**src/rtl/uart_pkg.sv**
```systemverilog
// uart_pkg: state encoding, stop-bit codes and config limits for the uart_rx controller
package uart_pkg;
    typedef enum logic [2:0] {S_DISABLED, S_ARMED, S_DRAIN, S_DIV, S_FRAME} state_e;
    typedef enum logic [1:0] {STOP_1, STOP_2, STOP_1P5, STOP_BAD} stop_e;
    localparam logic [1:0] CFG_STOP_ILLEGAL = 2'd3;
    function automatic logic [31:0] MAX_BAUD(input int unsigned clk_hz);
        return 32'(clk_hz / 2);
    endfunction
endpackage

```
**src/rtl/uart_rx_fifo.sv**
```systemverilog
// uart_rx_fifo: synchronous FIFO; the head output holds the last popped word while empty
module uart_rx_fifo #(
    parameter int WIDTH = 9,
    parameter int DEPTH = 16
) (
    input  logic                     clk,
    input  logic                     rst_n,
    input  logic                     push_i,
    input  logic                     pop_i,
    input  logic [WIDTH-1:0]         wdata_i,
    output logic [WIDTH-1:0]         rdata_o,
    output logic                     full_o,
    output logic                     empty_o,
    output logic [$clog2(DEPTH):0]   level_o
);
    localparam int AW = $clog2(DEPTH);
    logic [WIDTH-1:0] mem_q [DEPTH];
    logic [WIDTH-1:0] last_q;
    logic [AW:0] wr_q, rd_q;
    logic wr, rd;
    assign level_o = wr_q - rd_q;
    assign empty_o = wr_q == rd_q;
    assign full_o  = level_o[AW];
    assign rd      = pop_i & ~empty_o;
    assign wr      = push_i & (~full_o | rd);
    assign rdata_o = empty_o ? last_q : mem_q[rd_q[AW-1:0]];
    // storage array, no reset needed since empty masks stale entries
    always_ff @(posedge clk) begin
        if (wr) mem_q[wr_q[AW-1:0]] <= wdata_i;
    end
    // pointers with an extra wrap bit, plus the word most recently popped
    always_ff @(posedge clk or negedge rst_n) begin
        if (!rst_n) begin
            wr_q   <= '0;
            rd_q   <= '0;
            last_q <= '0;
        end else begin
            if (wr) wr_q <= wr_q + 1'b1;
            if (rd) begin
                rd_q   <= rd_q + 1'b1;
                last_q <= rdata_o;
            end
        end
    end
endmodule

```
**src/rtl/uart_rx_ctrl.sv**
```systemverilog
// uart_rx_ctrl: config gating, frame filtering, receive FIFO and error counters around one uart_rx
module uart_rx_ctrl import uart_pkg::*; #(
    parameter int unsigned CLK_HZ         = 25000000,
    parameter int unsigned DEF_BAUD       = 115200,
    parameter int          FIFO_DEPTH     = 16,
    parameter int          CNT_W          = 16,
    parameter int unsigned MIN_FRAME_BITS = 4
) (
    input  logic                          clk,
    input  logic                          rst_n,
    input  logic                          enable,
    input  logic                          cfg_wr,
    input  logic [31:0]                   cfg_baudrate,
    input  logic [1:0]                    cfg_stop_bits,
    input  logic                          cfg_parity_en,
    input  logic                          cfg_parity_type,
    output logic                          cfg_err,
    output logic                          cfg_busy,
    output logic                          rx_valid,
    output logic [31:0]                   rx_baudrate,
    output logic [1:0]                    rx_stop_bits,
    output logic                          rx_parity_en,
    output logic                          rx_parity_type,
    input  logic                          rx_ready,
    input  logic [7:0]                    rx_data,
    input  logic                          rx_parity_ok,
    output logic                          out_valid,
    output logic [7:0]                    out_data,
    output logic                          out_perr,
    input  logic                          out_ready,
    output logic [$clog2(FIFO_DEPTH):0]   fifo_level,
    output logic [CNT_W-1:0]              overrun_cnt,
    output logic [CNT_W-1:0]              perr_cnt,
    input  logic                          cnt_clr
);
    state_e state_q;
    logic pending_q, cfg_err_q, rdy_q, rx_valid_q;
    logic [31:0] sh_baud_q, baud_q, bit_period_q, low_cnt_q, quo_q, rem_q;
    logic [1:0] sh_stop_q, stop_q;
    logic sh_pen_q, sh_ptype_q, pen_q, ptype_q;
    logic [4:0] div_cnt_q;
    logic [CNT_W-1:0] overrun_q, perr_q;
    logic [32:0] rem_sh, rem_sub;
    logic [31:0] rem_d, quo_d;
    logic [63:0] thr;
    logic [8:0] head;
    logic cfg_ok, cfg_take, rem_ge, go_div, push, pop, full, empty, stored, drop;
    assign cfg_ok   = cfg_baudrate != 0 && cfg_baudrate <= MAX_BAUD(CLK_HZ) && cfg_stop_bits != CFG_STOP_ILLEGAL;
    assign cfg_take = cfg_wr & cfg_ok;
    // one restoring-division step per cycle: dividend CLK_HZ shifts out of quo_q into rem_q
    assign rem_sh   = {rem_q, quo_q[31]};
    assign rem_sub  = rem_sh - {1'b0, baud_q};
    assign rem_ge   = ~rem_sub[32];
    assign rem_d    = rem_ge ? rem_sub[31:0] : rem_sh[31:0];
    assign quo_d    = {quo_q[30:0], rem_ge};
    assign thr      = 64'(bit_period_q) * 64'(MIN_FRAME_BITS);
    assign go_div   = (state_q == S_DISABLED && pending_q) || (state_q == S_DRAIN && rx_ready);
    assign push     = state_q == S_FRAME && rx_ready && {32'd0, low_cnt_q} >= thr;
    assign pop      = out_valid & out_ready;
    assign stored   = push & (~full | pop);
    assign drop     = push & full & ~pop;
    assign out_valid      = ~empty;
    assign out_data       = head[7:0];
    assign out_perr       = head[8];
    assign cfg_err        = cfg_err_q;
    assign cfg_busy       = pending_q | (state_q == S_DIV);
    assign rx_valid       = rx_valid_q;
    assign rx_baudrate    = baud_q;
    assign rx_stop_bits   = stop_q;
    assign rx_parity_en   = pen_q;
    assign rx_parity_type = ptype_q;
    assign overrun_cnt    = overrun_q;
    assign perr_cnt       = perr_q;
    uart_rx_fifo #(.WIDTH(9), .DEPTH(FIFO_DEPTH)) u_fifo (
        .clk(clk), .rst_n(rst_n), .push_i(push), .pop_i(pop),
        .wdata_i({~rx_parity_ok, rx_data}), .rdata_o(head),
        .full_o(full), .empty_o(empty), .level_o(fifo_level)
    );
    // host config shadow; a rejected write only raises the error pulse
    always_ff @(posedge clk or negedge rst_n) begin
        if (!rst_n) begin
            cfg_err_q  <= 1'b0;
            sh_baud_q  <= DEF_BAUD;
            sh_stop_q  <= '0;
            sh_pen_q   <= 1'b0;
            sh_ptype_q <= 1'b0;
        end else begin
            cfg_err_q <= cfg_wr & ~cfg_ok;
            if (cfg_take) begin
                sh_baud_q  <= cfg_baudrate;
                sh_stop_q  <= cfg_stop_bits;
                sh_pen_q   <= cfg_parity_en;
                sh_ptype_q <= cfg_parity_type;
            end
        end
    end
    // controller FSM: gates uart_rx, applies config between frames, runs the divider, times frames
    always_ff @(posedge clk or negedge rst_n) begin
        if (!rst_n) begin
            state_q      <= S_DISABLED;
            pending_q    <= 1'b0;
            rdy_q        <= 1'b1;
            rx_valid_q   <= 1'b0;
            baud_q       <= DEF_BAUD;
            stop_q       <= '0;
            pen_q        <= 1'b0;
            ptype_q      <= 1'b0;
            bit_period_q <= 32'(CLK_HZ / DEF_BAUD);
            low_cnt_q    <= '0;
            quo_q        <= '0;
            rem_q        <= '0;
            div_cnt_q    <= '0;
        end else begin
            rdy_q <= rx_ready;
            case (state_q)
                S_DISABLED: if (!pending_q && enable) begin
                    state_q    <= S_ARMED;
                    rx_valid_q <= 1'b1;
                end
                S_ARMED: if (rdy_q && !rx_ready) begin
                    state_q   <= S_FRAME;
                    low_cnt_q <= '0;
                end else if (pending_q && rx_ready) begin
                    state_q    <= S_DRAIN;
                    rx_valid_q <= 1'b0;
                end else if (!enable && rx_ready) begin
                    state_q    <= S_DISABLED;
                    rx_valid_q <= 1'b0;
                end
                S_DRAIN: if (!rx_ready) begin
                    state_q    <= S_FRAME;
                    rx_valid_q <= 1'b1;
                    low_cnt_q  <= '0;
                end
                S_DIV: begin
                    rem_q     <= rem_d;
                    quo_q     <= quo_d;
                    div_cnt_q <= div_cnt_q + 1'b1;
                    if (&div_cnt_q) begin
                        bit_period_q <= quo_d;
                        pending_q    <= 1'b0;
                        state_q      <= enable ? S_ARMED : S_DISABLED;
                        rx_valid_q   <= enable;
                    end
                end
                S_FRAME: if (rx_ready) begin
                    state_q    <= enable ? S_ARMED : S_DISABLED;
                    rx_valid_q <= enable;
                end else if (~&low_cnt_q) begin
                    low_cnt_q <= low_cnt_q + 1'b1;
                end
                default: state_q <= S_DISABLED;
            endcase
            if (go_div) begin
                state_q    <= S_DIV;
                rx_valid_q <= 1'b0;
                baud_q     <= sh_baud_q;
                stop_q     <= sh_stop_q;
                pen_q      <= sh_pen_q;
                ptype_q    <= sh_ptype_q;
                quo_q      <= 32'(CLK_HZ);
                rem_q      <= '0;
                div_cnt_q  <= '0;
            end
            if (cfg_take) pending_q <= 1'b1;
        end
    end
    // saturating error counters; clear takes priority over an increment
    always_ff @(posedge clk or negedge rst_n) begin
        if (!rst_n) begin
            overrun_q <= '0;
            perr_q    <= '0;
        end else if (cnt_clr) begin
            overrun_q <= '0;
            perr_q    <= '0;
        end else begin
            if (drop && ~&overrun_q) overrun_q <= overrun_q + 1'b1;
            if (stored && !rx_parity_ok && ~&perr_q) perr_q <= perr_q + 1'b1;
        end
    end
endmodule

```
**config.mk**
```make
export PLATFORM = sky130hd
export DESIGN_NAME = uart_rx_ctrl
export DESIGN_NICKNAME = d
export VERILOG_FILES = /design/src/rtl/uart_pkg.sv /design/src/rtl/uart_rx_fifo.sv /design/src/rtl/uart_rx_ctrl.sv
export SDC_FILE = /design/constraint.sdc
export NUM_CORES = 1
export LEC_CHECK = 0
export CAP_MARGIN = 5
export CELL_PAD_IN_SITES_DETAIL_PLACEMENT = 0
export CELL_PAD_IN_SITES_GLOBAL_PLACEMENT = 2
export CORE_MARGIN = 5
export CORE_UTILIZATION = 40
export CTS_BUF_LIST = sky130_fd_sc_hd__clkbuf_8
export DETAILED_ROUTE_END_ITERATION = 10
export GPL_ROUTABILITY_DRIVEN = 0
export GPL_TIMING_DRIVEN = 0
export PLACE_DENSITY = 0.81
export SLEW_MARGIN = 25
export SYNTH_ARGS = -nofsm -noshare
export SYNTH_HDL_FRONTEND = slang
export SYNTH_SLANG_ARGS = --single-unit
export TNS_END_PERCENT = 30
```
**constraint.sdc**
```tcl
create_clock -name clk -period 4.2 [get_ports clk]
set_clock_uncertainty 0.2 [all_clocks]
set_input_delay 0.84 -clock clk [delete_from_list [all_inputs] [get_ports clk]]
set_output_delay 0.84 -clock clk [all_outputs]
set_load 0.05 [all_outputs]
```
==> summary.md <==
| Metric | Value |
|---|---|
| Status | completed |
| Worst-path fanout max | 10 |
| Die span in x | 232.4 µm |
| Cells along the critical path | buf_8, buf_8, mux4_2, mux4_2, mux2_2, clkbuf_2 |
| Num CTS Buffers | 71 |
| Worst vdd ir | 293.0 µV |
| Achievable frequency | 245.3 MHz |
| IO Count | 138 |
| Top_reg_cell synth | dfrtp_1 |
| Post-route insts no fill | 2,644 |
| DR pass1 iterations | 6 |
| Crit path required time | 3.16 ns |
| Largest cells by area after synthesis | dfrtp_1 31%, edfxtp_1 22%, mux4_2 5.1% |
| Busiest grt layer | met2 |
| Met1 usage | 24.52% |
| Hold Path Origin | u_fifo.last_q[7]$_DFFE_PN0P_ |
| Crit-path slowest cell | mux4_2 |
| Largest family of logic cells by synthesized area | simple AND/OR/NAND/NOR gates |
| Most frequent cells in the layout | 248 x dfrtp_1, 215 x nand2_1, 144 x edfxtp_1 |
| CTS Sinks | 407 |
| Post-synth EDFFs | 144 |
| Gr usage total | 18.00% |
| Fraction of layout cells with a size suffix above 1 | 12.58% |
| Slew @ Worst Pin | 0.8751 ns |
| Leak pwr | 0.01002 µW |
| Routed wire length | 48.01 mm |
| CP peak stage delay | 0.54 ns |
| Dpl hpwl | 34.44 mm |
| Vias | 13,640 |
| Sequential element share of the synthesized area | 55.21% |
| First-pass GRT wire length | 77.80 mm |
| Syn Nets | 1,845 |
| DRC marker count from the first detailed-route iteration | 786 |
| Num rows | 81 |
| CP bufs+invs | 3 |
| Nets | 2,060 |
| Die Ht | 232.4 µm |
| H-Tree Depth | 3 |
| Number of synthesized register bits | 407 |
| Synth Cell Area | 19,780 µm² |
| Reg-to-reg startpoint | u_fifo.rd_q[1]$_DFFE_PN0P_ |
| Clk root buf | clkbuf_8 |
| Clk_lat worst skew | 0.65 ns |
| CTS tree | yes |
| Top delay family on crit path | multiplexers |
| Most common library cell in the layout ignoring fill and taps | dfrtp_1 |
| Fin Hold WS | 0.2671 ns |
| RSZ-0062 raised after global routing | no |
| Compound-gate portion of the synthesized area | 8.728% |
| Clock Path Buffers | 3 |
| Initial Utilization | 40.41% |
| Slew headroom | 41.45% |
| Warnings from Yosys | 0 |
| M3 GR Usage | 3.697% |
| # setup viols final | 0 |
| Area grow syn2layout | 18.54% |
| Placed Cells | 2,518 |
| DRT antenna net count | 0 |
| Share of flip-flops with an asynchronous set or reset | 64.62% |
| Die Footprint | 54,010 µm² |
| Fin crit period | 4.077 ns |
| Overall Power | 14,930 µW |
| Setup tns final | 0 ns |
| Mux share of post-synthesis cell area | 10.85% |
| Yosys cell types | 80 |
| IO Port Bufs | 137 |
| Crit path launch | u_fifo.rd_q[0]$_DFFE_PN0P_ |
| WL/cell | 18.16 µm |
| Startpoint types | flip-flop |
| Aggregate global routing overflow | 0 |
| Fin crit share | 97.08% |
| WS Path Type | flip-flop to output port |
| Max-cap violations | 0 |
| Total core area | 48,950 µm² |
| Number of global-route vias before repair | 14,150 |
| WP data arrival | 3.04 ns |
| Worst Hold Class | flip-flop to flip-flop |
| Avg Inst Size Synth | 11.54 µm² |
| Final-report hold violation count | 0 |
| Post-synth top area share | 31.50% |
| Synth Area in Adders | 5.072% |
| Synth Instances | 1,714 |
| Largest net degree at the start of global routing | 87 |
| CTS clk-pin slew, worst paths | 0.06 ns |
| Simple-gate share of the synthesized area | 13.40% |
| Pwr per Cell Area | 636.8 nW/µm² |
| Initial antenna violation count | 0 |
| Crit end category | output port |
| DRC | 0 |
| Slew Limit Fails | 0 |
| XOR/XNOR share of the synthesized area | 3.320% |
| Fill count | 4,466 |
| Final Core Density | 47.91% |
| GR Util met2 | 29.76% |
| Avg Vias per Cell | 5.160 |
| Yosys top cell by area | dfrtp_1 |
repair_timing:
item / 4_1_cts / 5_1_grt
endpoints found under the setup margin: 172 / 11
buffers inserted: 1 / 0
hold endpoints to repair: 44 / 0
gates resized for setup: 72 / 8
hold buffers: 1 / 0
kinds of logic after synthesis:
group           after synthesis
simple gates                562
flops                       407
compound gates              275
mux                         149
xor+xnor                     75
fa+ha+maj                    79
buf+inv                     167
flip-flops by register name, indices dropped and copies added, names as in the netlist, 2 cells and up:
signal and count:
bit_period_q 32, div_cnt_q 5, low_cnt_q 32, overrun_cnt 16, perr_cnt 16, quo_q 32, rem_q 32, rx_baudrate 32
rx_stop_bits 2, sh_baud_q 32, sh_stop_q 2, state_q 3, u_fifo.last_q 9, u_fifo.mem_q 144, u_fifo.rd_q 5, u_fifo.wr_q 5
cell usage after synthesis, types with 3 or more instances:
| library cell | n |
|---|---|
| mux4_2 | 45 |
| buf_1 | 11 |
| or3_1 | 8 |
| edfxtp_1 | 144 |
| o21ai_1 | 33 |
| and4_1 | 7 |
| nor2_1 | 106 |
| buf_2 | 6 |
| a31o_1 | 6 |
| nand4_1 | 23 |
| nand2_1 | 215 |
| o21bai_1 | 5 |
| xor2_1 | 36 |
| dfstp_2 | 14 |
| ha_1 | 77 |
| mux2i_1 | 31 |
| nor3_1 | 24 |
| mux2_2 | 41 |
| xnor2_1 | 39 |
| a21o_1 | 31 |
| nor4_1 | 9 |
| nand2b_1 | 19 |
| clkbuf_1 | 52 |
| a221o_1 | 3 |
| o211ai_1 | 9 |
| inv_1 | 91 |
| and3_1 | 21 |
| a211oi_1 | 3 |
| nand3_1 | 77 |
| o21ai_0 | 91 |
| or4_1 | 4 |
| a21oi_1 | 51 |
| o31ai_1 | 7 |
| and2_1 | 21 |
| mux2_1 | 32 |
| dfrtp_1 | 249 |
| nand3b_1 | 6 |
| o21a_1 | 5 |
| nor2b_1 | 12 |
where the power goes:
part	internal, µW	total, µW	switching [µW]
clock network	1770	3430	1660
registers	4490	4760	275
logic	2610	6740	4130
total	8870	14900	6070
worst reg2reg max path, delay by kind of cell, from the launching register on:
kind | cells | cell delay (ns)
simple gates | 7 | 1.61
buf+inv | 4 | 0.62
flops | 1 | 0.41
fa+ha+maj | 1 | 0.32
compound gates | 1 | 0.32
cell type report:
cell class / instances / area (µm²) / area share, %
tap: 664 / 830.8 / 3.543
inverter: 93 / 349.1 / 1.489
antenna: 1 / 2.502 / 0.01067
clock inverter: 46 / 265.3 / 1.131
sequential: 407 / 10920 / 46.58
clock buffer: 77 / 1060 / 4.519
buffer: 74 / 387.9 / 1.654
timing repair buffer: 142 / 1424 / 6.072
multi-input combinational: 1140 / 8208 / 35.00
through the flow:
stage | instance area (µm²) | setup WS (ns)
2_1_floorplan | 19780 | 0.2690
3_3_place_gp | 21980 | -10.06
3_5_place_dp | 22090 | -0.7056
4_1_cts | 23450 | -0.1541
5_1_grt | 23450 | 0.0006186
6_report | 23450 | 0.1227
worst paths after layout:
check | end | slack [ns] | cells past startpoint
max in group asynchronous | rdy_q$_DFF_PN1_ | 2.12 | 4
setup / recovery | out_data[3] | 0.12 | 6
hold / removal | u_fifo.last_q[7]$_DFFE_PN0P_ | 0.27 | 2
setup reg to reg | u_fifo.mem_q[12][5]$_DFFE_PP_ | 0.38 | 13
min in group asynchronous | u_fifo.last_q[0]$_DFFE_PN0P_ | 0.54 | 2
hold reg to reg | u_fifo.last_q[7]$_DFFE_PN0P_ | 0.27 | 2
routing by layer:
| metal | wire [µm] | share of wire [%] |
|---|---|---|
| met1 | 21990 | 46 |
| met5 | 0 | 0 |
| met3 | 2232 | 4.6 |
| met2 | 22800 | 47 |
| met4 | 986 | 2.1 |
(Power assumes the default switching activity.)
